### config.mk
export PLATFORM = sky130hd
export DESIGN_NAME = alu_exec_unit
export DESIGN_NICKNAME = d
export VERILOG_FILES = /design/src/rtl/alu_exec_unit.sv
export SDC_FILE = /design/constraint.sdc
export NUM_CORES = 1
export LEC_CHECK = 0
export BUFFER_PORTS_ARGS = -buffer_cell sky130_fd_sc_hd__buf_2
export CORE_MARGIN = 2
export CORE_UTILIZATION = 30
export DETAILED_ROUTE_END_ITERATION = 8
export PLACE_DENSITY = 0.46
export SYNTH_ARGS = -nofsm -noshare
export SYNTH_HDL_FRONTEND = slang
export SYNTH_SLANG_ARGS = --single-unit
### constraint.sdc
create_clock -name clk -period 6.37 [get_ports clk]
set_input_delay 0 -clock clk [delete_from_list [all_inputs] [get_ports clk]]
set_output_delay 0 -clock clk [all_outputs]
set_load 0.01 [all_outputs]
### src/rtl/alu_exec_unit.sv
// alu_exec_unit: execute-stage ALU with single-cycle logic ops and an iterative 1-bit-per-cycle shifter
module alu_exec_unit #(
  parameter int WIDTH   = 32,
  parameter int SHAMT_W = 5
) (
  input  logic             clk,
  input  logic             rst,
  input  logic             in_valid,
  output logic             in_ready,
  input  logic [2:0]       ALUctrl,
  input  logic [WIDTH-1:0] a,
  input  logic [WIDTH-1:0] b,
  output logic             out_valid,
  input  logic             out_ready,
  output logic [WIDTH-1:0] result,
  output logic             zero
);
  localparam logic [1:0] IDLE  = 2'd0;
  localparam logic [1:0] SHIFT = 2'd1;
  localparam logic [1:0] DONE  = 2'd2;
  logic [1:0]         state_q, state_d;
  logic [WIDTH-1:0]   acc_q, acc_d, result_q, result_d;
  logic               zero_q, zero_d;
  logic [SHAMT_W-1:0] cnt_q, cnt_d;
  logic [2:0]         op_q, op_d;
  logic [WIDTH-1:0]   alu_y, acc_sh;
  logic [SHAMT_W-1:0] shamt;
  logic               is_shift;
  assign shamt     = b[SHAMT_W-1:0];
  assign is_shift  = (ALUctrl == 3'b100) || (ALUctrl[2:1] == 2'b11);
  assign in_ready  = (state_q == IDLE);
  assign out_valid = (state_q == DONE);
  assign result    = result_q;
  assign zero      = zero_q;
  always_comb begin
    alu_y  = (ALUctrl == 3'b000) ? a + b :
             (ALUctrl == 3'b001) ? a - b :
             (ALUctrl == 3'b010) ? a & b :
             (ALUctrl == 3'b011) ? a | b :
             {{(WIDTH-1){1'b0}}, $signed(a) < $signed(b)};
    // right shifts fill with the sign bit only for SRA
    acc_sh = (op_q == 3'b100) ? {acc_q[WIDTH-2:0], 1'b0}
                              : {(op_q == 3'b111) & acc_q[WIDTH-1], acc_q[WIDTH-1:1]};
  end
  always_comb begin
    state_d  = state_q;
    acc_d    = acc_q;
    cnt_d    = cnt_q;
    op_d     = op_q;
    result_d = result_q;
    zero_d   = zero_q;
    case (state_q)
      IDLE: if (in_valid) begin
        if (is_shift) begin
          acc_d = a;
          cnt_d = shamt;
          op_d  = ALUctrl;
          if (shamt == '0) begin
            result_d = a;
            zero_d   = (a == '0);
            state_d  = DONE;
          end else begin
            state_d = SHIFT;
          end
        end else begin
          result_d = alu_y;
          zero_d   = (alu_y == '0);
          state_d  = DONE;
        end
      end
      SHIFT: begin
        acc_d = acc_sh;
        cnt_d = cnt_q - 1'b1;
        if (cnt_q == SHAMT_W'(1)) begin
          result_d = acc_sh;
          zero_d   = (acc_sh == '0);
          state_d  = DONE;
        end
      end
      DONE: state_d = out_ready ? IDLE : DONE;
      default: state_d = IDLE;
    endcase
  end
  always_ff @(posedge clk) begin
    if (rst) begin
      state_q  <= IDLE;
      acc_q    <= '0;
      cnt_q    <= '0;
      op_q     <= '0;
      result_q <= '0;
      zero_q   <= 1'b1;
    end else begin
      state_q  <= state_d;
      acc_q    <= acc_d;
      cnt_q    <= cnt_d;
      op_q     <= op_d;
      result_q <= result_d;
      zero_q   <= zero_d;
    end
  end
endmodule

==> results.md <==
* Outcome: complete, no violations
* Clk_skew at 0.00802 ns
* Syn nets at 1584
* Synthesized instance count at 1413
* Largest net degree at the start of global routing at 76
* WL per Instance at 23.0 um
* Core area at 31600 sq um
* Initial Utilization at 30.5%
* Top post-synthesis cells by count: a21oi_1 (176), nand2_1 (175), nor2_1 (141)
* Hold Violations, Final at 0
* Global-route wire length before repair at 64.2 mm
* WHS at 0.0674 ns
* Drt total wl at 42.6 mm
* CTS tree: built
* Via-to-Cell Ratio at 5.90
* Total CTS buffers at 9
* Max Clk Rate at 249 MHz
* Filler cells at 3525
* Cell row count at 65
* Peak VDD IR at 0.124 mV
* Top-area cell type share of the netlist area at 15.6%
* Post-synthesis sequential area ratio at 15.6%
* Mapped Area at 9630 sq um
* Via count at 11000
* P per Cell Area at 184 nW/um^2
* Clock buffer depth at 2
* Largest family of logic cells by synthesized area: compound AO/OA/AOI/OAI gates
* Worst EP arrival at 4.27 ns
* Critical path class: in -> reg
* GRT Residual Overflow at 0
* Yosys top cell by area: dfxtp_1
* Simple logic cell fraction of the synthesized area at 25.7%
* GPL Wtd Cong at 0.961
* Hpwl dp at 32.4 mm
* Die Height at 183 um
* CTS sink count at 75
* Root buf cell: clkbuf_16
* Synth warn at 0
* Max-Cap Viols at 0
* Slew headroom at 27.8%
* Post-Synth XOR/XNOR Area at 1.91%
* Top cells by area, synth: dfxtp_1 (16%), ha_1 (13%), a21oi_1 (9.1%)
* Most frequent cell after synthesis: a21oi_1
* Adder-cell share of the synthesized area at 13.2%
* Flops & latches, synth at 75
* Layout Nets at 1618
* Clk_lat worst skew at 0.34 ns
* Pre-CTS WS at 2.22 ns
* Minimum clock period at 4.02 ns
* Routed Antenna Nets at 0
* WP data required at 6.62 ns
* H-tree levels at 3
* Critical Path Fanout Max at 6
* Setup TNS at 0 ns
* GRT Resource Usage Total at 25.0%
* Syn Area/Cell at 6.81 sq um
* Synth-to-Final Area Change at 9.98%
* Total power at 0.00194 W
* Drt first-iter violations at 1222
* PortBufs at 105
* Asr flop ratio synth at 0%
* Synth Flop Type: dfxtp_1
* Drt first pass iters at 6
* Setup repair after global routing missed its margin: false
* Number of flops mapped to enable cells by yosys at 0
* Post-synthesis compound-gate area fraction at 32.0%
* Die width at 183 um
* Setup crit end kind: flip-flop
* Period utilization at 63.1%
* Share of cells above drive strength 1 at 12.1%
* Vias in the first global route at 10300
* Area of the multi-input gates at 7280 sq um
* Post-route DRC at 0
* Register area at 1500 sq um
* Postcts setup bufs at 0
* CP Launch Type: input port
* Clk pin slew, worst setup/hold paths at 0.06 ns
* Die area at 33500 sq um
* Worst slew pin tran at 1.08 ns
* Lkg Pwr at 4.41 nW
* Final Max Tran Viols at 0
* Min-Delay Path Class: in -> reg
* Io pins at 106
* Final setup fails at 0
* Multiplexer share of the synthesized area at 2.56%
* Netlist cell types at 93
* Final setup margin at 2.35 ns
* Initial antenna violation count at 0
flip-flops by register name (all words and copies together) (netlist names):
register	flops
op_q	3
acc_q	32
result	32
zero	1
state_q	2
cnt_q	5
stage by stage:
stage | area [sq um] | cells | util (%)
2_1_floorplan | 9630 | 1413 | -
3_3_place_gp | 10300 | 1837 | 32.6
3_5_place_dp | 10300 | 1837 | 32.6
4_1_cts | 10600 | 1854 | 33.5
5_1_grt | 10600 | 1854 | 33.5
6_report | 10600 | 1855 | 33.6
cell families after synthesis:
group	after synthesis
compound gates	470
xor+xnor	21
fa+ha+maj	100
buf+inv	199
flops	75
mux	23
simple gates	525
timing repair:
action | in CTS | in global routing
gates resized for setup | 0 | 0
endpoints found under the hold margin | 1 | 0
hold buffers | 1 | 0
layer usage:
layer  part of all wire, %  GRT usage (%)  up-vias
met5                     0              0        -
met4                   3.0           7.62        0
met3                   7.3           4.61       71
met2                    45           40.5      462
met1                    44           33.6     5243
li1                      -              -     5176
worst paths after layout:
kind	from	to	slack, ns	cells past startpoint
setup reg to reg	cnt_q[0]	zero	2.65	12
hold reg to reg	result[25]	result[25]	0.46	2
hold / removal	a[0]	acc_q[0]	0.07	3
setup / recovery	b[0]	zero	2.35	14
worst max-delay path, cell delays in order:
cell and delay (ns):
buf_2 0.16, ha_1 0.25, fa_1 0.45, a211oi_1 0.29
o21ai_1 0.23, a21boi_0 0.47, o21ai_0 0.36, a211oi_1 0.94
xnor2_1 0.11, o21ai_0 0.23, a21oi_1 0.15, nor3b_1 0.21
nand4_1 0.13, o41ai_2 0.28
cell type report:
| cell class | count | share of cell area [%] |
|---|---|---|
| multi-input combinational | 1139 | 68.7 |
| sequential | 75 | 14.2 |
| timing repair buffer | 120 | 6.05 |
| tap | 402 | 4.75 |
| inverter | 102 | 3.62 |
| clock buffer | 12 | 2.42 |
| clock inverter | 4 | 0.236 |
| antenna | 1 | 0.0236 |
where the power goes:
group	switching (W)	internal (W)
logic	0.000601	0.000295
registers	0.0000379	0.000515
clock network	0.000212	0.000284
total	0.000851	0.00109
layout by cell type, fill, tap and decap left out, drive strengths merged, types with 7 or more instances in the layout:
| cell type | synthesis | final |
|---|---|---|
| ha | 98 | 98 |
| nor2 | 142 | 142 |
| nor3 | 40 | 40 |
| o22ai | 11 | 11 |
| o31ai | 12 | 12 |
| and2 | 8 | 8 |
| o311ai | 8 | 8 |
| o41ai | 7 | 7 |
| a21o | 13 | 13 |
| a21oi | 177 | 177 |
| mux2i | 19 | 19 |
| nand2b | 14 | 14 |
| nor2b | 16 | 16 |
| dfxtp | 75 | 75 |
| nor4 | 29 | 29 |
| a31oi | 10 | 10 |
| o211ai | 37 | 37 |
| xnor2 | 19 | 19 |
| inv | 102 | 102 |
| nand3 | 37 | 37 |
| nand4 | 20 | 20 |
| nand2 | 175 | 175 |
| a311oi | 13 | 13 |
| and3 | 14 | 14 |
| clkbuf | 73 | 12 |
| o221ai | 7 | 7 |
| a211oi | 38 | 38 |
| o21a | 12 | 12 |
| buf | 24 | 119 |
| o21ai | 72 | 72 |
Note: power is estimated with default switching activity, not from simulation.
